File: src/rtl/fixed_to_fp_seq.sv
// Sequential converter from signed fixed-point to IEEE-754 single precision.
// Normalises one bit per clock, so latency depends on the input's leading zeros.
`timescale 1ns/1ps
module fixed_to_fp_seq #(
    parameter int WORD_LENGTH = 21,
    parameter int FRAC_BITS   = 19
) (
    input  logic                   clk,
    input  logic                   rst,
    input  logic [WORD_LENGTH-1:0] in_data,
    input  logic                   in_valid,
    output logic                   in_ready,
    output logic [31:0]            out_data,
    output logic                   out_valid,
    input  logic                   out_ready
);

    typedef enum logic [1:0] {
        IDLE = 2'd0,
        NORM = 2'd1,
        PACK = 2'd2,
        DONE = 2'd3
    } state_t;

    // Exponent of a value whose magnitude MSB sits in bit WORD_LENGTH-1
    localparam logic [7:0] EXP_INIT = 8'(127 + WORD_LENGTH - 1 - FRAC_BITS);
    localparam logic [WORD_LENGTH-1:0] MAG_ZERO = {WORD_LENGTH{1'b0}};
    localparam logic [WORD_LENGTH-1:0] MAG_ONE  = {{(WORD_LENGTH-1){1'b0}}, 1'b1};

    state_t                 state_r;
    state_t                 state_s;
    logic [WORD_LENGTH-1:0] mag_r;
    logic [WORD_LENGTH-1:0] abs_s;
    logic [7:0]             exp_r;
    logic                   sign_r;
    logic [31:0]            out_data_r;
    logic                   in_ready_r;
    logic                   out_valid_r;
    logic                   norm_done_s;
    logic [22:0]            mant_s;

    // Magnitude of the incoming sample; the most negative code maps to 2^(WORD_LENGTH-1)
    always_comb begin
        abs_s = in_data;
        if (in_data[WORD_LENGTH-1]) begin
            abs_s = (~in_data) + MAG_ONE;
        end else begin
            abs_s = in_data;
        end
    end

    // Normalisation finished flag and left-aligned mantissa field
    always_comb begin
        norm_done_s = (mag_r == MAG_ZERO) || mag_r[WORD_LENGTH-1];
        mant_s      = 23'(mag_r[WORD_LENGTH-2:0]) << (24 - WORD_LENGTH);
    end

    // Next-state logic
    always_comb begin
        state_s = state_r;
        case (state_r)
            IDLE: begin
                if (in_valid) begin
                    state_s = NORM;
                end else begin
                    state_s = IDLE;
                end
            end
            NORM: begin
                if (norm_done_s) begin
                    state_s = PACK;
                end else begin
                    state_s = NORM;
                end
            end
            PACK: state_s = DONE;
            DONE: begin
                if (out_ready) begin
                    state_s = IDLE;
                end else begin
                    state_s = DONE;
                end
            end
            default: state_s = IDLE;
        endcase
    end

    // State register with handshake flags registered alongside it
    always_ff @(posedge clk) begin
        if (rst) begin
            state_r     <= IDLE;
            in_ready_r  <= 1'b1;
            out_valid_r <= 1'b0;
        end else begin
            state_r     <= state_s;
            in_ready_r  <= (state_s == IDLE);
            out_valid_r <= (state_s == DONE);
        end
    end

    // Datapath: capture, shift-normalise, pack
    always_ff @(posedge clk) begin
        if (rst) begin
            mag_r      <= MAG_ZERO;
            exp_r      <= 8'd0;
            sign_r     <= 1'b0;
            out_data_r <= 32'h0000_0000;
        end else begin
            case (state_r)
                IDLE: begin
                    if (in_valid) begin
                        sign_r <= in_data[WORD_LENGTH-1];
                        mag_r  <= abs_s;
                        exp_r  <= EXP_INIT;
                    end
                end
                NORM: begin
                    if (!norm_done_s) begin
                        mag_r <= mag_r << 1;
                        exp_r <= exp_r - 8'd1;
                    end
                end
                PACK: begin
                    if (mag_r == MAG_ZERO) begin
                        out_data_r <= 32'h0000_0000;
                    end else begin
                        out_data_r <= {sign_r, exp_r, mant_s};
                    end
                end
                DONE: begin
                    out_data_r <= out_data_r;
                end
                default: begin
                    out_data_r <= out_data_r;
                end
            endcase
        end
    end

    assign in_ready  = in_ready_r;
    assign out_valid = out_valid_r;
    assign out_data  = out_data_r;

endmodule
File: config.mk
export PLATFORM = sky130hd
export DESIGN_NAME = fixed_to_fp_seq
export DESIGN_NICKNAME = d
export VERILOG_FILES = /design/src/rtl/fixed_to_fp_seq.sv
export SDC_FILE = /design/constraint.sdc
export NUM_CORES = 1
export LEC_CHECK = 0
export ABC_AREA = 1
export CORE_ASPECT_RATIO = 1.1
export CORE_MARGIN = 2
export CORE_UTILIZATION = 52
export CTS_CLUSTER_DIAMETER = 30
export DETAILED_ROUTE_END_ITERATION = 6
export MAX_ROUTING_LAYER = met4
export PLACE_DENSITY_LB_ADDON = 0.12
export SKIP_LAST_GASP = 1
export SLEW_MARGIN = 20
export SYNTH_ARGS = -nofsm -noshare
export SYNTH_HDL_FRONTEND = slang
export SYNTH_SLANG_ARGS = --single-unit
File: constraint.sdc
create_clock -name clk -period 2.8 [get_ports clk]
set_clock_uncertainty 0.1 [all_clocks]
set_input_delay 0.84 -clock clk [delete_from_list [all_inputs] [get_ports clk]]
set_output_delay 0.84 -clock clk [all_outputs]
set_load 0.05 [all_outputs]
* After elaboration in Yosys (flattened, before gate mapping)
Index checks and enable logic that the tools add are counted.
Word-level totals: bits of input ports 25, output and inout bits 34, memory bits (writable) 0, logic and storage cells 35, register bits after elaboration 66, memories 0, bits in latches 0, ROM bits 0
Cells by class: add/subtract/negate cells 2, bitwise logic cells 1, eq/ne operators 6, order comparisons 0, reductions and logical operators 7, muxes and demuxes 12, multipliers 0, shifts and indexed selects 0, divide/modulo/power cells 0
Operator list (count):
- 2-to-1 mux 21 bit | 3
- case mux 21 bit (2 select lines) | 1
- 2-to-1 mux 32 bit | 1
- adder 21 x 1 -> 21 bit, second input constant | 1
- zero test 21 bit | 1
- inverter 21 bit | 1
- 2-to-1 mux 8 bit | 2
- case mux 8 bit (2 select lines) | 1
- case mux 2 bit (4 select lines) | 1
- subtractor 8 x 1 -> 8 bit, second input constant | 1
- equality test 2 bit, second input constant | 3
- zero test 2 bit | 2
- 2-to-1 mux 2 bit | 2
- inequality test 2 bit, second input constant | 2
- AND reduction 3 bit | 1
- equality test 2 x 1 -> 1 bit, second input constant | 1
- AND reduction 2 bit | 1
- nonzero test 2 bit | 1
- logical OR 1 bit | 1
- 2-to-1 mux 1 bit | 1

* Logic depth before layout (Yosys ltp)
Gate-level depths: netlist (run 1).
depth in word-level cells 5, depth in mapped cells 11, depth with buffers taken out 11

* Least setup slack after synthesis (run 1)
Ideal clock, no wire load.
path type in2reg, from input port in_data[1], to register mag_r[18], data required time 2586 ps, stages 11, buffers on the path 0, library setup time 114 ps, setup slack 706 ps, arrival 1880 ps, cells stage by stage inv_1 > ha_1 > nand3_1 > nor2_1 > nand2_1 > nand2_1 > nand2_1 > nand2_1 > nand3_1 > nor2_1 > nor2_1
On the way: longest elaborated chain between the ends 5
RTL lines:
- start, declared | line 10 | input logic [WORD_LENGTH-1:0] in_data,
- inverter 21 bit | line 46 | abs_s = (~in_data) + MAG_ONE;
- adder 21 x 1 -> 21 bit | line 46
- 2-to-1 mux 21 bit | line 45 | if (in_data[WORD_LENGTH-1]) begin
- 2-to-1 mux 21 bit | line 111 | if (in_valid) begin
- case mux 21 bit (2 select lines) | line 109 | case (state_r)
- end signal, assigned | line 113 | mag_r <= abs_s;
- end signal, assigned | line 119 | mag_r <= mag_r << 1;
- end, declared | line 32 | logic [WORD_LENGTH-1:0] mag_r;
Every way passes these cells. The select of a mux whose other input is x is not followed. A chain may end at the register's enable or synchronous reset.

* Final worst setup path (run 1)
from register out_data_r[10] (netlist: out_data[10]), to output port out_data[10]
RTL lines:
- start, declared | line 36 | logic [31:0] out_data_r;
- start signal, assigned | line 127 | out_data_r <= {sign_r, exp_r, mant_s};
- start signal, assigned | line 131 | out_data_r <= out_data_r;
- start signal, assigned | line 134 | out_data_r <= out_data_r;
- end, declared | line 13 | output logic [31:0] out_data,
No word-level cell between the ends.

==> flow_summary.ini, run 1 <==
[pwr]
p_comb_share_pct = 30.1
p_sw_share_pct = 36.44
internal_power_uw = 1605
power_density_nw_per_um2 = 620.1
seq_power_share_pct = 43.0
leakage_uw = 0.001827
ir_drop_mv = 0.4888
p_switching_uw = 920.3
clkPwrFrac_pct = 26.9

[worst_setup_path]
worst_path_max_delay_cell = clkdlybuf4s50_1
worstSetupPathType = flip-flop to primary output
arrival_ps = 1500
cp_top_family = buffers and inverters
required_ps = 1860
path_max_fanout = 2
regToRegEndpoint = in_ready
critical_path.cell_chain = clkdlybuf4s50_1
setup.worst_path.start_class = flip-flop
r2r_cells = 9
critPathBufInv = 1
crit_path_end_kind = primary output
r2r-start = mag_r[20]
reg2reg_slack_ps = 610
slowest_delay_ps = 820

[yosys]
synth_top_area_share_pct = 37.91
synth_common_cells = nor2_1 (116), nand2_1 (98), dfxtp_1 (63)
ys_warn_count = 0
synthAdderAreaFrac_pct = 0.7522
synth_compound_area_share_pct = 17.04
synth_edf_count = 0
synth_xor_area_share_pct = 1.580
synth-simple-area-share_pct = 33.21
synthArstFlopShare_pct = 0
synth_seq_cells = 63
syn_avg_cell_area_um2 = 6.410
yosysSeqAreaShare_pct = 37.91
synth_cells = 519
yosys.cell_types.count = 31
ys_dominant_reg_cell = dfxtp_1
synthMuxAreaShare_pct = 0
synth_top_family_by_area = simple AND/OR/NAND/NOR gates
yosysMostFrequentCell = nor2_1
yosys-top-cells-area = dfxtp_1 (38%), nor2_1 (13%), nand2_1 (11%), o21ai_0 (8.1%), nand3_1 (6.9%)
syn_area_um2 = 3327
synth_top_cell_by_area = dfxtp_1

[hold_path]
hold_class = flip-flop to flip-flop
hp-start = sign_r
hold_depth = 2
hold_path_end = out_data[31]

[sta]
finalHoldViolCount = 0
fmax_ghz = 0.4104
slew_violations = 0
slew_headroom_pct = 63.54
setup_violations = 0
finalCritPeriodShare_pct = 87.02
tns_ps = 0
tightest_slew_ps = 546.3
rsz0062_at_grt = no
period_needed_ps = 2437

[placed_design]
dp.cells = 634
place_hpwl_um = 5891
io_buffers = 55
gp_congestion = 0.9244

[run_status]
status = completed

[grt]
grt_pass1_wl_um = 13500
grtUsageTotal_pct = 25.10
grt_max_degree = 43
grt_pass1_vias = 3016
antenna_found_initial = 0
grt_overflow = 0

[clocking]
cts_resized = 0
postCtsHoldBufs = 0
clock_path_buffers = 2
clk_pin_slew_worst_paths_ps = 70
clk_latency_ps = 340
clock_sinks = 63
postCtsSetupRepairBufs = 0
numCtsBuffers = 9
cts_tree = yes
htree_num_levels = 3
cts-root-buf = clkbuf_8

[route]
wl_met1_um = 3721
drt_wl_total_um = 8147
wl_met3_um = 354
num_vias = 3400
vias_per_cell = 5.239
wl_met2_um = 3940
highest_layer = met4
drt_iter0_markers = 149
drc = 0
dr.pass1.iters = 6
antenna_left = 0
detail_route.wl_per_cell_um = 12.55

[floorplanning]
core-area_um2 = 6193
io_pins = 59
die_w_um = 80.27
die_h_um = 87.89
rows = 30
start_util_pct = 53.72
fp.dieArea_um2 = 7054

[finish]
final_nets = 592
final_cells = 649
syn2layout_area_growth_pct = 22.41
fill_cells = 575
antenna_cells = 0
drive_gt1_share_pct = 5.624

[run]
max_cap_viol_count = 0
==> worst reg2reg max path, delay by kind of cell (launching register included) <==
| family | cells | cell delay, ps |
|---|---|---|
| buffers and inverters | 1 | 310 |
| flip-flops | 1 | 360 |
| AND/OR/NAND/NOR | 8 | 1360 |
==> layout make-up <==
cell class / instances / area [um2] / area share, %
multi-input cells: 385 / 1763 / 43.29
repair buffers: 63 / 623.1 / 15.30
clock inverters: 4 / 22.52 / 0.5530
inverters: 43 / 161.4 / 3.963
clock buffers: 11 / 141.4 / 3.472
well taps: 80 / 100.1 / 2.458
flip-flops and latches: 63 / 1261 / 30.97
==> through the flow <==
stage | hold WS (ps) | util [%] | worst slack (ps) | power (uW) | area (um2)
after floorplan | 335.0 | - | 705.9 | 1657 | 3334
after global placement | 359.7 | 63.11 | 167.0 | 1847 | 3909
after detailed placement | 371.8 | 63.11 | 103.7 | 1863 | 3909
after CTS | 376.4 | 65.76 | 357.6 | 2531 | 4073
after global routing | 415.8 | 65.76 | 199.0 | 2675 | 4073
final | 385.1 | 65.76 | 363.3 | 2526 | 4073
==> registers in the layout (all words and copies together), names as in the netlist <==
register and count:
out_valid 1, state_r 2, exp_r 8, in_ready 1, sign_r 1, mag_r 21, out_data 29
==> power by group through the flow <==
stage | Sequential, uW | Clock [uW] | Combinational [uW]
after global placement | 1100 | 0 | 747
after CTS | 1080 | 685 | 762
after floorplan | 1170 | 0 | 487
after global routing | 1100 | 724 | 854
final | 1090 | 680 | 760
after detailed placement | 1100 | 0 | 759
==> worst max path at each step <==
stage / endpoint / cells past startpoint / startpoint
final: out_data[10] / 1 / out_data[10]
after global routing: mag_r[14] / 11 / in_data[1]
after CTS: out_data[12] / 1 / out_data[12]
after detailed placement: mag_r[10] / 12 / in_data[0]
after global placement: mag_r[10] / 12 / in_data[0]
after floorplan: mag_r[18] / 11 / in_data[1]
==> layout by cell type, fill, tap and decap left out, types with 2 or more instances in the layout <==
master / n
conb_1: 3
nor2_2: 2
a21oi_1: 42
dfxtp_1: 63
o21bai_2: 3
nand2_1: 98
buf_4: 7
ha_1: 2
o21ai_0: 54
nor2_1: 115
inv_1: 42
o21bai_1: 4
clkbuf_8: 10
clkdlybuf4s50_1: 55
clkinv_2: 3
xor2_1: 5
nand3_1: 46
==> per-layer routing <==
layer / global-route usage [%] / up-vias
li1: - / 1748
met1: 29.58 / 1557
met2: 42.50 / 82
met3: 6.392 / 13
met4: 6.934 / 0
met5: - / -
==> cells by family after synthesis <==
| logic type | after synthesis |
|---|---|
| DFF | 63 |
| xor gates and xnor gates | 6 |
| and+or+nand+nor | 268 |
| other | 1 |
| buffers and inverters | 73 |
| adders and majority gates | 2 |
| AOI/OAI and AO/OA | 106 |
Power figures use the tool's default switching activity.
==> run 2: changes to the inputs <==
Settings changed: ABC_CLOCK_PERIOD_IN_PS set to 2800, SKIP_CTS_REPAIR_TIMING set to 1.
==> results of run 2 <==
Final layout, timing and power as in run 1 (identical DEF).
==> run 3: changes to the inputs <==
Settings changed: CORE_ASPECT_RATIO 1.1 to 0.7.
==> flow_summary.ini, run 3 (synthesized netlist as in run 1, its figures left out) <==
[sta]
setup_violations = 0
finalCritPeriodShare_pct = 87.60
tns_ps = 0
rsz0062_at_grt = no
slew_violations = 0
fmax_ghz = 0.4077
tightest_slew_ps = 625.7
fin_ws_ps = 347.1
period_needed_ps = 2453
slew_headroom_pct = 58.24
finalHoldViolCount = 0

[grt]
grt_pass1_wl_um = 14930
grt_max_degree = 51
grt_overflow = 0
antenna_found_initial = 0
grtUsageTotal_pct = 27.47
grt_pass1_vias = 3149

[worst_setup_path]
setup.worst_path.start_class = primary input
crit_path_end_kind = flip-flop
reg2reg_slack_ps = 570
path_max_fanout = 5
crit_top_cell = nand2_1
r2r-start = mag_r[6]
crit_path_start = in_data[1]
r2r_cells = 9
worstSetupPathType = primary input to flip-flop
cp_top_family = simple AND/OR/NAND/NOR gates
arrival_ps = 2580
required_ps = 2930
worst_path_max_delay_cell = clkdlybuf4s50_1
regToRegEndpoint = mag_r[7]
critical_path.cell_chain = clkdlybuf4s50_1 -> inv_1 -> ha_1 -> nand3_1 -> nor2_1 -> nand2_1 -> nand2_1 -> nand2_1 -> nand2_1 -> nand3_1 -> nor2_1 -> nor2_1
endpoint = mag_r[18]
critPathBufInv = 2
worstSetupPathDepth = 12
slowest_delay_ps = 400

[pwr]
ir_drop_mv = 0.4025
leakage_uw = 0.001837
power_density_nw_per_um2 = 635.2

[placed_design]
io_buffers = 55
place_hpwl_um = 6320
gp_congestion = 0.8961
dp_slack_ps = 59.41

[floorplanning]
fp.dieArea_um2 = 7064
core-area_um2 = 6216
die_w_um = 99.61
io_pins = 59
start_util_pct = 53.52
rows = 24
die_h_um = 70.92

[finish]
syn2layout_area_growth_pct = 22.75
antenna_cells = 0
final_nets = 593
drive_gt1_share_pct = 5.965
largest_reg_flops = 29
regArea_um2 = 1261
final_cell_mix = nor2_1 (115), nand2_1 (98), dfxtp_1 (63)
layout.cells.most_common = nor2_1
fill_cells = 610
multi_input_area_um2 = 1763

[route]
detail_route.wl_per_cell_um = 13.60
num_vias = 3410
drt_iter0_markers = 273
vias_per_cell = 5.262
antenna_left = 0
drt_wl_total_um = 8811
drc = 0
dr.pass1.iters = 5

[clocking]
cts-root-buf = clkbuf_8
clk_pin_slew_worst_paths_ps = 70
clk_latency_ps = 340
htree_num_levels = 3
cts_tree = yes
clock_sinks = 63
numCtsBuffers = 9
clock_path_buffers = 2

[hold_path]
hold_class = flip-flop to flip-flop
hp-start = sign_r

[run_status]
status = completed

[run]
max_cap_viol_count = 0
run 3: power breakdown:
part           leakage [uW]  internal (uW)  total (uW)  switching [uW]
logic               0.00123            271         776             505
clock network     0.0000942            386         733             347
registers          0.000515            999        1090            86.8
total               0.00184           1660        2590             939
run 3: worst register-to-register path: cells and delay by family, from the launching register on:
kind	cells	cell delay (ps)
simple gates	8	1400
buf+inv	1	330
flops	1	340
run 3: worst min-delay path by stage:
stage / to / slack [ps] / cells after the start
finish: out_data[31] / 380 / 2
global placement: out_data[31] / 360 / 2
CTS: out_data[31] / 380 / 2
global route: out_data[15] / 410 / 2
floorplan: out_data[31] / 340 / 2
detailed placement: out_data[31] / 370 / 2
run 3: layout make-up:
type                       count  area share [%]
multi-input combinational    385           43.17
sequential                    63           30.88
timing repair buffer          64           15.13
clock buffer                  12           4.044
inverter                      43           3.952
tap                           78           2.390
clock inverter                 3          0.4289
run 3: metal layers:
layer  track usage, %  vias up  part of all wire, %
li1                 -     1752                    -
met1            37.97     1539                   50
met2            40.84      115                   44
met3            7.016        4                  5.6
met4            6.088        0                 0.43
met5                -        -                    0
run 3: metrics by stage:
| stage | area (um2) | power [uW] | cells | utilization, % | hold slack, ps |
|---|---|---|---|---|---|
| after floorplan | 3334 | 1657 | 521 | - | 335.0 |
| after global placement | 3901 | 1857 | 633 | 62.76 | 364.1 |
| after detailed placement | 3901 | 1868 | 633 | 62.76 | 365.2 |
| after CTS | 4084 | 2605 | 648 | 65.70 | 382.3 |
| after global routing | 4084 | 2756 | 648 | 65.70 | 411.5 |
| final | 4084 | 2594 | 648 | 65.70 | 383.3 |
